[config.mk]
export PLATFORM = sky130hd
export DESIGN_NAME = uart_tx_dev_flat
export DESIGN_NICKNAME = d
export VERILOG_FILES = /design/src/rtl/uart_tx_dev_if.sv /design/src/rtl/uart_tx_dev.sv /design/src/flat_wrapper.sv
export SDC_FILE = /design/constraint.sdc
export NUM_CORES = 1
export LEC_CHECK = 0
export BUFFER_PORTS_ARGS = -buffer_cell sky130_fd_sc_hd__clkbuf_2
export CAP_MARGIN = 25
export CORE_UTILIZATION = 51
export CTS_CLUSTER_DIAMETER = 30
export DETAILED_ROUTE_END_ITERATION = 8
export PLACE_DENSITY = 0.85
export SLEW_MARGIN = 15
export SYNTH_ARGS = -nofsm -noshare
export SYNTH_HDL_FRONTEND = slang
export SYNTH_SLANG_ARGS = --single-unit
[constraint.sdc]
create_clock -name clk -period 4 [get_ports clk]
set_input_delay 0.2 -clock clk [delete_from_list [all_inputs] [get_ports clk]]
set_output_delay 0.2 -clock clk [all_outputs]
set_load 0.02 [all_outputs]
[src/rtl/uart_tx_dev_if.sv]
// CPU-side register bus shared with the timers: word address, write strobe,
// write data and combinational read data.
interface uart_tx_dev_if;
    logic [29:0] address;
    logic        WE;
    logic [31:0] dataIn;
    logic [31:0] dataOut;

    modport master (output address, output WE, output dataIn, input dataOut);
    modport slave  (input address, input WE, input dataIn, output dataOut);
endinterface

[src/rtl/uart_tx_dev.sv]
// Memory-mapped 8N1 UART transmitter: register file, byte FIFO, serialiser
// FSM and a level "transmitter drained" interrupt.
//
// state | meaning
// IDLE  | line high, waiting for enable && FIFO not empty
// START | start bit (0) for div_eff cycles
// DATA  | eight data bits, LSB first, div_eff cycles each
// STOP  | stop bit (1); chains straight into the next frame if data waits
module uart_tx_dev #(
    parameter int          FIFO_DEPTH  = 8,
    parameter logic [15:0] DIV_DEFAULT = 16'd434
) (
    input  logic           clk,
    input  logic           reset,
    uart_tx_dev_if.slave   bus,
    output logic           txd,
    output logic           IRQ
);
    localparam int PW = $clog2(FIFO_DEPTH);
    localparam int CW = PW + 1;

    typedef enum logic [1:0] {IDLE, START, DATA, STOP} state_t;

    state_t        state_q, state_d;
    logic [15:0]   cnt_q, cnt_d;
    logic [2:0]    idx_q, idx_d;
    logic [7:0]    shift_q, shift_d;
    logic [15:0]   div_q, div_d;
    logic          txd_q, txd_d;
    logic          irq_q;
    logic [7:0]    mem_q [FIFO_DEPTH];
    logic [PW-1:0] wr_ptr_q, rd_ptr_q;
    logic [CW-1:0] count_q;
    logic          ovf_q;
    logic          en_q, irq_en_q;
    logic [15:0]   divisor_q;

    logic wr_data, wr_status, wr_ctrl, wr_div;
    logic full, empty, busy, push, pop, bit_done;
    logic [15:0] div_eff;
    logic [3:0]  count4;
    logic        unused_bits;

    assign wr_data   = bus.WE && (bus.address[1:0] == 2'd0);
    assign wr_status = bus.WE && (bus.address[1:0] == 2'd1);
    assign wr_ctrl   = bus.WE && (bus.address[1:0] == 2'd2);
    assign wr_div    = bus.WE && (bus.address[1:0] == 2'd3);

    assign full     = (count_q == CW'(FIFO_DEPTH));
    assign empty    = (count_q == '0);
    assign busy     = (state_q != IDLE);
    assign push     = wr_data && !full;
    assign div_eff  = (divisor_q == 16'd0) ? 16'd1 : divisor_q;
    assign bit_done = (cnt_q == div_q - 16'd1);
    assign count4   = 4'(count_q);

    // The bridge decodes the base; only the register select and low data bits matter here.
    assign unused_bits = ^{bus.address[29:2], bus.dataIn[31:16]};

    always_ff @(posedge clk) begin
        if (!reset) begin
            state_q   <= IDLE;
            cnt_q     <= '0;
            idx_q     <= '0;
            shift_q   <= '0;
            div_q     <= 16'd1;
            txd_q     <= 1'b1;
            irq_q     <= 1'b0;
            wr_ptr_q  <= '0;
            rd_ptr_q  <= '0;
            count_q   <= '0;
            ovf_q     <= 1'b0;
            en_q      <= 1'b0;
            irq_en_q  <= 1'b0;
            divisor_q <= DIV_DEFAULT;
        end else begin
            state_q <= state_d;
            cnt_q   <= cnt_d;
            idx_q   <= idx_d;
            shift_q <= shift_d;
            div_q   <= div_d;
            txd_q   <= txd_d;
            irq_q   <= irq_en_q & empty & ~busy;
            if (push) wr_ptr_q <= wr_ptr_q + 1'b1;
            if (pop)  rd_ptr_q <= rd_ptr_q + 1'b1;
            case ({push, pop})
                2'b10:   count_q <= count_q + 1'b1;
                2'b01:   count_q <= count_q - 1'b1;
                default: count_q <= count_q;
            endcase
            // A dropped push outranks a simultaneous clear.
            if (wr_data && full)  ovf_q <= 1'b1;
            else if (wr_status)   ovf_q <= 1'b0;
            if (wr_ctrl) begin
                en_q     <= bus.dataIn[0];
                irq_en_q <= bus.dataIn[1];
            end
            if (wr_div) divisor_q <= bus.dataIn[15:0];
        end
    end

    always_ff @(posedge clk) begin
        if (reset && push) mem_q[wr_ptr_q] <= bus.dataIn[7:0];
    end

    always_comb begin
        state_d = state_q;
        case (state_q)
            IDLE:    if (en_q && !empty) state_d = START;
            START:   if (bit_done) state_d = DATA;
            DATA:    if (bit_done && idx_q == 3'd7) state_d = STOP;
            STOP:    if (bit_done) state_d = (en_q && !empty) ? START : IDLE;
            default: state_d = IDLE;
        endcase
    end

    always_comb begin
        pop     = ((state_q == IDLE) || (state_q == STOP && bit_done)) && en_q && !empty;
        cnt_d   = cnt_q;
        idx_d   = idx_q;
        shift_d = shift_q;
        div_d   = div_q;
        txd_d   = txd_q;
        if (pop) begin
            shift_d = mem_q[rd_ptr_q];
            div_d   = div_eff;
            cnt_d   = '0;
            txd_d   = 1'b0;
        end else begin
            case (state_q)
                IDLE: txd_d = 1'b1;
                START: begin
                    if (bit_done) begin
                        cnt_d = '0;
                        idx_d = '0;
                        txd_d = shift_q[0];
                    end else begin
                        cnt_d = cnt_q + 16'd1;
                    end
                end
                DATA: begin
                    if (bit_done) begin
                        cnt_d = '0;
                        if (idx_q == 3'd7) begin
                            txd_d = 1'b1;
                        end else begin
                            idx_d = idx_q + 3'd1;
                            txd_d = shift_q[idx_q + 3'd1];
                        end
                    end else begin
                        cnt_d = cnt_q + 16'd1;
                    end
                end
                STOP: begin
                    txd_d = 1'b1;
                    cnt_d = bit_done ? 16'd0 : cnt_q + 16'd1;
                end
                default: txd_d = 1'b1;
            endcase
        end
    end

    always_comb begin
        bus.dataOut = 32'd0;
        case (bus.address[1:0])
            2'd1:    bus.dataOut = {24'd0, count4, ovf_q, empty, full, busy};
            2'd2:    bus.dataOut = {30'd0, irq_en_q, en_q};
            2'd3:    bus.dataOut = {16'd0, divisor_q};
            default: bus.dataOut = 32'd0;
        endcase
    end

    assign txd = txd_q;
    assign IRQ = irq_q;
endmodule
[src/flat_wrapper.sv]
// flat-port wrapper written by rule: the top's interface ports become plain ports
module uart_tx_dev_flat 
#(
    parameter int          FIFO_DEPTH  = 8,
    parameter logic [15:0] DIV_DEFAULT = 16'd434
)
  (clk, reset, txd, IRQ, bus_address, bus_WE, bus_dataIn, bus_dataOut);
  uart_tx_dev_if bus_i ();
  input  logic clk;
  input  logic reset;
  output logic txd;
  output logic IRQ;
  input wire logic [$bits(bus_i.address)-1:0] bus_address;
  input wire logic [$bits(bus_i.WE)-1:0] bus_WE;
  input wire logic [$bits(bus_i.dataIn)-1:0] bus_dataIn;
  output wire logic [$bits(bus_i.dataOut)-1:0] bus_dataOut;
  assign bus_i.address = bus_address;
  assign bus_i.WE = bus_WE;
  assign bus_i.dataIn = bus_dataIn;
  assign bus_dataOut = bus_i.dataOut;
  uart_tx_dev #(.FIFO_DEPTH(FIFO_DEPTH), .DIV_DEFAULT(DIV_DEFAULT)) u_core (.clk(clk), .reset(reset), .bus(bus_i), .txd(txd), .IRQ(IRQ));
endmodule
# Word-level counts from Yosys, hierarchy flattened
# Memories as Yosys holds them, arrays and structs flattened. A register that Yosys moved wholly into a read port is not among the register bits.
# Cells that the tools add are included.
# word_totals
register_bits	68
mem_bits_rw	64
in_bits	65
output_inout_bits	34
wordCells	101
n_memories	1
# classes
addsub	7
magnitude_cmp	1
n_eq_ne	19
mux	25
n_bitwise	5
reduce_logical	30
# mem_list
memory	depth	word_bits	rd	rd_clocked_by_memory_dff	wr	line_no	source
u_core.mem_q	8	8	1	1	1	uart_tx_dev.sv:31	logic [7:0] mem_q [FIFO_DEPTH];
# op_table
op	count
$pmux W16 S3	1
$mux W16	2
$add A16 B1 Y16 const B	1
$eq A16 B16 Y1	1
$logic_not A16 Y1	1
$sub A16 B1 Y16 const B	1
$logic_and A1 B1 Y1	12
$eq A2 B2 Y1 const B	5
$mux W1	10
$ne A2 B1 Y1 const B	5
$add A3 B1 Y3 const B	3
$mux W3	3
$mux W2	4
$pmux W2 S4	1
$pmux W4 S2	1
$reduce_bool A2 Y1	4
$eq A2 B1 Y1 const B	3
$ne A3 B1 Y1 const B	2
$pmux W3 S2	1
$reduce_and A5 Y1	1
$add A4 B1 Y4 const B	1
$eq A4 B4 Y1 const B	1
$logic_not A2 Y1	2
$logic_not A4 Y1	1
other kinds (14)	20

# Longest topological paths before layout
# Gate-level depths: netlist of the first run.
# logic_depth
depth_word	8
mapped_depth	18

# Worst setup path after synthesis of the first run
# Ideal clock, no wire load.
# synth_timing
path_kind	register to register
from	register u_core.div_q[2]
to	register u_core.count_q[2] (netlist: u_core.count4[2])
t_arrival_ns	3.944
required_ns	3.930
path_slack_ns	-0.014
path_stages_with_launch	17
n_path_buf	3
cell_sequence	dfxtp_1 > or4_1 > buf_2 > or3_1 > a2111o_1 > nor4_1 > o2111ai_1 > o31ai_2 > buf_4 > buf_2 > ha_1 > xor2_1 > ha_1 > a21oi_1 > xor2_1 > or3_1 > a21oi_1
# synth_between
elab_chain_cells	8
# synth_lines
element	line_no	source
start, declared	uart_tx_dev.sv:28	logic [15:0] div_q, div_d;
start signal, assigned	uart_tx_dev.sv:81	div_q <= div_d;
$sub A16 B1 Y16 (*)	uart_tx_dev.sv:54	assign bit_done = (cnt_q == div_q - 16'd1);
$eq A16 B16 Y1 (*)	uart_tx_dev.sv:54	
$logic_and A1 B1 Y1 (*)	uart_tx_dev.sv:118	pop = ((state_q == IDLE) || (state_q == STOP && bit_done)) && en_q && !empty;
$logic_or A1 B1 Y1 (*)	uart_tx_dev.sv:118	
$logic_and A1 B1 Y1 (*) (2 in a row)	uart_tx_dev.sv:118	
net u_core.pop	uart_tx_dev.sv:39	logic full, empty, busy, push, pop, bit_done;
$eq A2 B1 Y1 / $eq A2 B2 Y1 (equally long branches)	uart_tx_dev.sv:86	case ({push, pop})
$pmux W4 S2 / $reduce_bool A2 Y1 (equally long branches)	-	
end signal, assigned	uart_tx_dev.sv:87	2'b10: count_q <= count_q + 1'b1;
end signal, assigned	uart_tx_dev.sv:88	2'b01: count_q <= count_q - 1'b1;
end signal, assigned	uart_tx_dev.sv:89	default: count_q <= count_q;
end, declared	uart_tx_dev.sv:33	logic [CW-1:0] count_q;
# Mark *: on every way through the listed nets, which the timed path passes. The rest lies on a longest branch.
# A chain may end at the register's enable or synchronous reset.

# Final worst setup path of the first run
# layout_timing
from	register u_core.div_q[1]
to	register u_core.count_q[2] (netlist: u_core.count4[2])
# layout_between
elab_chain_cells	8
# layout_lines
element	line_no
$sub A16 B1 Y16 (*)	uart_tx_dev.sv:54
$eq A16 B16 Y1 (*)	uart_tx_dev.sv:54
$logic_and A1 B1 Y1 (*)	uart_tx_dev.sv:118
$logic_or A1 B1 Y1 (*)	uart_tx_dev.sv:118
$logic_and A1 B1 Y1 (*) (2 in a row)	uart_tx_dev.sv:118
$eq A2 B1 Y1 / $eq A2 B2 Y1 (equally long branches)	uart_tx_dev.sv:86
$pmux W4 S2 / $reduce_bool A2 Y1 (equally long branches)	-
# Every way passes the cells marked *; elsewhere a longest branch is shown, timed or not.

==> results of run 1 <==
## cells in the final DEF, fill, tap and decap left out, types with 13 or more instances in the layout
cell | netlist | routed
mux2i_1 | 38 | 38
xnor2_1 | 19 | 19
dfxtp_1 | 76 | 75
nor2_1 | 65 | 65
mux4_2 | 18 | 18
clkbuf_16 | 0 | 17
edfxtp_1 | 64 | 64
nand2_1 | 59 | 59
clkbuf_2 | 0 | 38
a21oi_1 | 19 | 19
xor2_1 | 20 | 20
nand3_1 | 23 | 23
conb_1 | 1 | 16
and3_1 | 14 | 14
buf_4 | 19 | 13
## layout make-up
class / count / area (sq um) / area share [%]
Tap cell: 172 / 215 / 2.84
Sequential cell: 140 / 3440 / 45.4
Multi-Input combinational cell: 410 / 2950 / 38.9
Clock inverter: 14 / 135 / 1.78
Timing Repair Buffer: 59 / 385 / 5.08
Clock buffer: 18 / 429 / 5.66
Inverter: 6 / 22.5 / 0.297
## repair_timing
action | 4_1_cts | 5_1_grt
hold buffers | 7 | 0
buffers inserted | 0 | 2
setup endpoints to repair | 0 | 2
hold endpoints to repair | 7 | 0
resized for setup | 0 | 7
## synthesized netlist by cell type, types with 18 or more instances
master     n  share of area, %
dfxtp_1   76                23
nor2_1    65               3.7
edfxtp_1  64                29
nand2_1   59               3.4
mux2i_1   38               5.8
nand3_1   23               1.8
xor2_1    20               2.7
a21oi_1   19               1.4
buf_4     19               2.2
xnor2_1   19               2.5
clkbuf_1  18               1.0
mux4_2    18               6.2
## power by group through the flow
stage | clock network (mW) | logic [mW] | registers (mW)
6_report | 1.50 | 0.360 | 1.55
5_1_grt | 1.57 | 0.395 | 1.55
4_1_cts | 1.51 | 0.345 | 1.55
3_5_place_dp | 0 | 0.336 | 1.58
3_3_place_gp | 0 | 0.319 | 1.58
2_1_floorplan | 0 | 0.268 | 1.57
## sequential cells by signal, summed over array words and instances (netlist names), 2 cells and up
signal,count
u_core.cnt_q,16
u_core.count4,4
u_core.div_q,16
u_core.divisor_q,16
u_core.idx_q,3
u_core.mem_q,64
u_core.rd_ptr_q,3
u_core.shift_q,8
u_core.state_q,2
u_core.wr_ptr_q,3
## worst max-delay path by stage
stage / slack (ns) / to / cells after the start / from
floorplan: 0.005 / u_core.count4[2]$_SDFFE_PN0P_ / 16 / u_core.div_q[2]$_SDFFE_PN0P_
global placement: 0.20 / u_core.count4[2]$_SDFFE_PN0P_ / 13 / u_core.div_q[1]$_SDFFE_PN0P_
detailed placement: 0.10 / u_core.count4[2]$_SDFFE_PN0P_ / 13 / u_core.div_q[1]$_SDFFE_PN0P_
CTS: 0.06 / u_core.count4[2]$_SDFFE_PN0P_ / 13 / u_core.div_q[1]$_SDFFE_PN0P_
global route: 0.01 / u_core.count4[2]$_SDFFE_PN0P_ / 13 / u_core.div_q[1]$_SDFFE_PN0P_
finish: 0.12 / u_core.count4[2]$_SDFFE_PN0P_ / 13 / u_core.div_q[1]$_SDFFE_PN0P_
## cell families after synthesis
family	Yosys count	share of synthesized area, %
AOI/OAI and AO/OA	63	6.74
xor gates and xnor gates	39	5.20
adders and majority gates	14	2.67
buffers and inverters	53	4.19
DFF	140	52.4
muxes	60	12.6
other	1	0.0571
and+or+nand+nor	218	16.1
## per-layer routing
metal / routed length [um] / vias to the layer above / GRT usage [%] / share of wire, %
li1: - / 2186 / - / -
met1: 5800 / 2329 / 26.5 / 41
met2: 7110 / 195 / 37.8 / 50
met3: 901 / 39 / 5.65 / 6.4
met4: 355 / 0 / 12.8 / 2.5
met5: 0 / - / 0 / 0
## per-stage QoR
step,instances,power [mW]
after floorplan,603,1.84
final,819,3.41
after global placement,777,1.89
after CTS,817,3.41
after global routing,819,3.51
after detailed placement,778,1.91
## worst reg2reg max path: cells and delay by family (launching register included)
kind	cells	cell delay (ns)
compound gates	5	1.19
simple gates	4	1.51
fa+ha+maj	2	0.42
flops	1	0.34
xor+xnor	2	0.35
==> key figures, run 1 <==
Outcome
  – Status: finished, final reports clean

CTS
  – CTS Buffer Depth: 2
  – Clock transition at path regs: roughly 0.070 ns
  – CTS sink cnt: 140
  – CTS buffer count: 17
  – H-tree Lvls: 4
  – Worst-skew pair later-pin latency: around 0.43 ns
  – CTS tree: done
  – Root buffer cell: clkbuf_16

Yosys
  – Netlist cell types: 54
  – Post-synthesis sequential area ratio: around 52%
  – Async SR Flop Fraction: 0%
  – Syn avg cell area: 11.2 sq um
  – Mapped Area: ~6600 sq um
  – Post-synth EDFFs: between 60 and 70
  – Yosys reg bits: 140
  – Primary FF master, synth: dfxtp_1
  – Mapped Cells: between 500 and 600
  – Warnings, synthesis: 0

Worst setup path
  – Critical-path cell list: or4_4 > or3_1 > a2111o_1 > nor4_2 > o2111ai_2 > o31ai_4 > ha_4 > xor2_1 > ha_2 > a21oi_1 > xor2_1 > or3_1 > a21oi_1
  – Worst-path fanout max: 5
  – Reg-to-reg endpoint: u_core.count4[2]$_SDFFE_PN0P_
  – Slowest stage delay, CP: about 0.53 ns
  – CP Data Arrival Time: roughly 4.2 ns
  – Critical path endpoint category: flop
  – R2R setup slack: around 0.12 ns
  – Crit path kind: flop to flop
  – R2R cell count: 13
  – Worst path bufs/invs: 0
  – CP required: around 4.4 ns
  – Worst setup SP type: flop
  – CP max stage cell: or4_4
  – Worst r2r src: u_core.div_q[1]$_SDFFE_PN0P_
  – CP delay by family, top: simple AND/OR/NAND/NOR gates

Pwr
  – P per Cell Area: about 450 nW/um^2
  – Psw: approximately 0.88 mW
  – Reg power frac: 45.4%
  – Comb pwr share: between 10% and 20%
  – Maximum vdd drop: around 0.45 mV
  – Leakage: 2.78 nW
  – Switching Fraction: between 20% and 30%
  – Int Power: between 2 and 3 mW
  – Clk network pwr share: 44.1%

STA
  – Hold slack: 0.0281 ns
  – Pins over their slew limit: 0
  – Final Hold Viols: 0
  – RSZ-0062 raised after global routing: no
  – Final worst path period share: 96.9%
  – Post-Route Skew: 0.0138 ns
  – Final setup fails: 0
  – Min cycle time layout: approximately 3.9 ns
  – Tightest Pin Transition: a little over 0.9 ns
  – TNS Setup: 0 ns
  – Max transition margin: about two fifths
  – Achievable Freq: around 0.26 GHz
  – Setup ws final: 0.124 ns

Die
  – Core box area: ~13000 sq um
  – Die H: roughly 120 um
  – Die W: about 120 um
  – IO Count: 99
  – Die ar.: about 13000 sq um
  – Initial Utilization: roughly 52%
  – Rows: 41

Finish
  – Share of post-route cells with drive strength above 1: 18.1%
  – Fin nets: just over 700
  – Layout area overhead: 15.4%
  – Finished Cell Area: around 7600 sq um
  – Antenna cells: 0
  – Utilization after layout: roughly three fifths
  – FILL cells: 911

Hold path
  – Hold EP: u_core.divisor_q[9]$_SDFFE_PN0P_
  – HP Class: input pin to flop
  – Min-Delay Path Depth: 3
  – HP Start: bus_dataIn[9]

Placement
  – GP Congestion: between 0.8 and 0.9
  – Placed inst area: about 6900 sq um
  – Hpwl dp: ~9.2 mm
  – Port Buffer Count: 38
  – Pre-CTS setup slack: 0.100 ns

Routing
  – Routed via count: 4749
  – DRT Wirelength: 14.2 mm
  – Antenna-violating nets left: 0
  – Drt drc: 0
  – DRT iter0 DRCs: between 400 and 500
  – Vias/cell: 5.80
  – Initial DRT Pass Iterations: 5
  – Wire per inst: 17.3 um

Global routing
  – Vias in the first global route: between 4000 and 5000
  – Total congestion overflow: 0
  – Initial antenna violation count: 0
  – First-pass GRT wire length: roughly 22 mm
  – Largest net degree at the start of global routing: 48
  – Global Route Usage Sum: a little under a quarter

Job
  – Max Cap Viol: 0
Note: power is estimated with default switching activity, not from simulation.
==> run 2, diff against run 1 <==
Settings changed: CORE_UTILIZATION 51 to 53, CTS_BUF_LIST set to sky130_fd_sc_hd__clkbuf_4 sky130_fd_sc_hd__clkbuf_8, PLACE_DENSITY 0.85 to 0.87.
==> run 2 against run 1 <==
Against the previous run:
- sequential power barely moved
- flip-flop and latch count did not move
- sequential share of layout area rose by 1.2 points
- final cell count fell by 0.61%
- first-iteration DRC count fell by 20%
- maximum frequency fell by 0.39%
- power fell by 12%
- worst hold slack improved by 0.023 ns
- count of clock-buffer cells in the layout fell by 1
- core utilization rose by 0.96 points
- largest power group unchanged
==> key figures, run 2 (synthesized netlist as in run 1, its figures left out) <==
STA
  – Max transition margin: 41.7% (+2.9 points)
  – TNS Setup: 0 ns (unchanged)
  – Post-Route Skew: 0.0112 ns (-0.00257 ns)
  – Final worst path period share: 97.3% (+0.38 points)
  – Tightest Pin Transition: 0.871 ns (-0.0439 ns)
  – Min cycle time layout: 3.89 ns (+0.0151 ns)
  – Setup ws final: 0.109 ns (-0.0151 ns)
  – Final setup fails: 0 (unchanged)
  – Pins over their slew limit: 0 (unchanged)
  – Final Hold Viols: 0 (unchanged)
  – Achievable Freq: 0.257 GHz (-0.39%)
  – Hold slack: 0.0510 ns (+0.0229 ns)
  – RSZ-0062 raised after global routing: yes

CTS
  – CTS sink cnt: 140 (unchanged)
  – CTS Buffer Depth: 2 (unchanged)
  – CTS tree: done
  – Worst-skew pair later-pin latency: 0.45 ns (+0.02 ns)
  – H-tree Lvls: 4 (unchanged)
  – Clock transition at path regs: 0.09 ns (+0.02 ns)
  – CTS buffer count: 17 (unchanged)
  – Root buffer cell: clkbuf_8

Job
  – Max Cap Viol: 0 (unchanged)

Finish
  – Number of flip-flops in the largest register: 64 (unchanged)
  – Layout area overhead: 12.5%
  – Most frequent cells in the layout: dfxtp_1 (75), nor2_1 (65), edfxtp_1 (64), nand2_1 (59)
  – Layout Cells excl Fill: 814 (-0.61%)
  – Largest register by flop count: u_core.mem_q
  – Finished Cell Area: 7390 sq um (-2.5%)
  – Share of post-route cells with drive strength above 1: 17.8% (-0.28 points)
  – Utilization after layout: 61.3% (+0.96 points)
  – Antenna cells: 0 (unchanged)
  – Commonest non-fill, non-tap cell in the layout: dfxtp_1
  – Fin nets: 712 (-0.14%)

Pwr
  – Int Power: 2.17 mW (-14%)
  – Power, Total: 3.01 mW (-12%)
  – Comb pwr share: 11.7% (+1.2 points)
  – Maximum vdd drop: 0.487 mV (+7.3%)
  – Reg power frac: 51.4% (+6.0 points)
  – Clk network pwr share: 36.9% (-7.2 points)
  – P per Cell Area: 407 nW/um^2 (-9.6%)
  – Psw: 0.835 mW (-5.3%)
  – Switching Fraction: 27.8% (+1.9 points)
  – Leakage: 2.70 nW (-2.9%)

Placement
  – GP Congestion: 0.829 (+0.56%)
  – Hpwl dp: 9.38 mm (+1.6%)
  – Pre-CTS setup slack: 0.0554 ns (-0.0448 ns)
  – Placed inst area: 6860 sq um (-0.58%)
  – Placed Cells: 771 (-0.90%)
  – Port Buffer Count: 38 (unchanged)

Worst setup path
  – CP required: 4.37 ns (+0.02 ns)
  – CP Data Arrival Time: 4.26 ns (+0.03 ns)
  – R2R cell count: 13 (unchanged)
  – Critical path endpoint category: flop
  – Worst-path fanout max: 5 (unchanged)
  – CP delay by family, top: simple AND/OR/NAND/NOR gates
  – Most frequent CP cell: a21oi_1
  – Crit path kind: flop to flop
  – CP max stage cell: or4_4
  – Critical-path cell list: or4_4 > or3_1 > a2111o_1 > nor4_2 > o2111ai_2 > o31ai_4 > ha_4 > nor4bb_2 > a21oi_1 > nor2_1 > a21oi_1 > or3_1 > a21oi_1
  – Worst setup SP type: flop
  – Worst path bufs/invs: 0 (unchanged)
  – Slowest stage delay, CP: 0.54 ns (about the same)
  – Worst path depth: 13 (unchanged)

Global routing
  – Global Route Usage Sum: 23.2% (+0.61 points)
  – Largest net degree at the start of global routing: 48 (unchanged)
  – Vias in the first global route: 4634 (+0.15%)
  – Total congestion overflow: 0 (unchanged)
  – Initial antenna violation count: 0 (unchanged)
  – First-pass GRT wire length: 22.8 mm (+1.6%)

Die
  – Rows: 40 (-2.4%)
  – Die W: 113 um (-1.9%)
  – Die ar.: 12800 sq um (-3.7%)
  – IO Count: 99 (unchanged)
  – Initial Utilization: 54.5% (+2.2 points)
  – Die H: 113 um (-1.9%)
  – Core box area: 12100 sq um (-4.0%)

Routing
  – Drt drc: 0 (unchanged)
  – Antenna-violating nets left: 0 (unchanged)
  – DRT iter0 DRCs: 341 (-20%)
  – DRT Wirelength: 14.2 mm (+0.16%)
  – Initial DRT Pass Iterations: 5 (unchanged)
  – Vias/cell: 5.83 (+0.51%)
  – Routed via count: 4744 (-0.11%)
  – Wire per inst: 17.4 um (+0.77%)

Outcome
  – Status: finished, final reports clean

Hold path
  – Min-Delay Path Depth: 1 (-2)
  – HP Class: input pin to flop
==> run 2: cell count changes in the layout (fill, tap and decap cells not counted), sizes merged <==
cell         before  now
inv              12   14
buf              14   12
clkinv            5    6
dlygate4sd3       7    8
clkinvlp          2    0
clkbuf           56   55
==> run 2: path summary, 6_finish.rpt <==
path	end	slack, ns	startpoint
max	u_core.count4[3]$_SDFFE_PN0P_	0.11	u_core.div_q[1]$_SDFFE_PN0P_
min	u_core.mem_q[5][5]$_DFFE_PP_	0.05	bus_dataIn[5]
max reg2reg	u_core.count4[3]$_SDFFE_PN0P_	0.11	u_core.div_q[1]$_SDFFE_PN0P_
min reg2reg	u_core.idx_q[2]$_SDFFE_PN0P_	0.48	u_core.idx_q[2]$_SDFFE_PN0P_
==> run 2: area by class of cell <==
| cell class | count | area (sq um) |
|---|---|---|
| fillers | 890 | 4670 |
| flip-flops and latches | 140 | 3440 |
| multi-input cells | 410 | 2950 |
| repair buffers | 58 | 372 |
| clock buffers | 17 | 234 |
| well taps | 168 | 210 |
| clock inverters | 15 | 155 |
| inverters | 6 | 22.5 |
==> run 2: worst register-to-register path: cells and delay by family, from the launching register on <==
| kind | cells | cell delay [ns] |
|---|---|---|
| and+or+nand+nor | 6 | 1.87 |
| AOI/OAI and AO/OA | 6 | 1.37 |
| DFF | 1 | 0.35 |
| adders and majority gates | 1 | 0.23 |
==> run 2: power by group through the flow <==
stage	combinational, mW	clock (mW)	sequential, mW
floorplan	0.268	0	1.57
global placement	0.313	0	1.58
detailed placement	0.326	0	1.58
CTS	0.335	1.12	1.54
global route	0.383	1.19	1.55
finish	0.352	1.11	1.54
==> run 2: repair_timing <==
action | 4_1_cts | 5_1_grt
hold buffers | 8 | 0
endpoints found under the setup margin | 0 | 5
endpoints found under the hold margin | 8 | 0
setup buffers | 0 | 3
gates resized for setup | 0 | 8
==> run 2: routing by layer <==
metal / track usage [%] / part of all wire, % / up-vias
li1: - / - / 2180
met1: 27.6 / 39 / 2272
met2: 39.2 / 50 / 244
met3: 5.78 / 7.6 / 48
met4: 11.4 / 2.9 / 0
met5: 0 / 0 / -
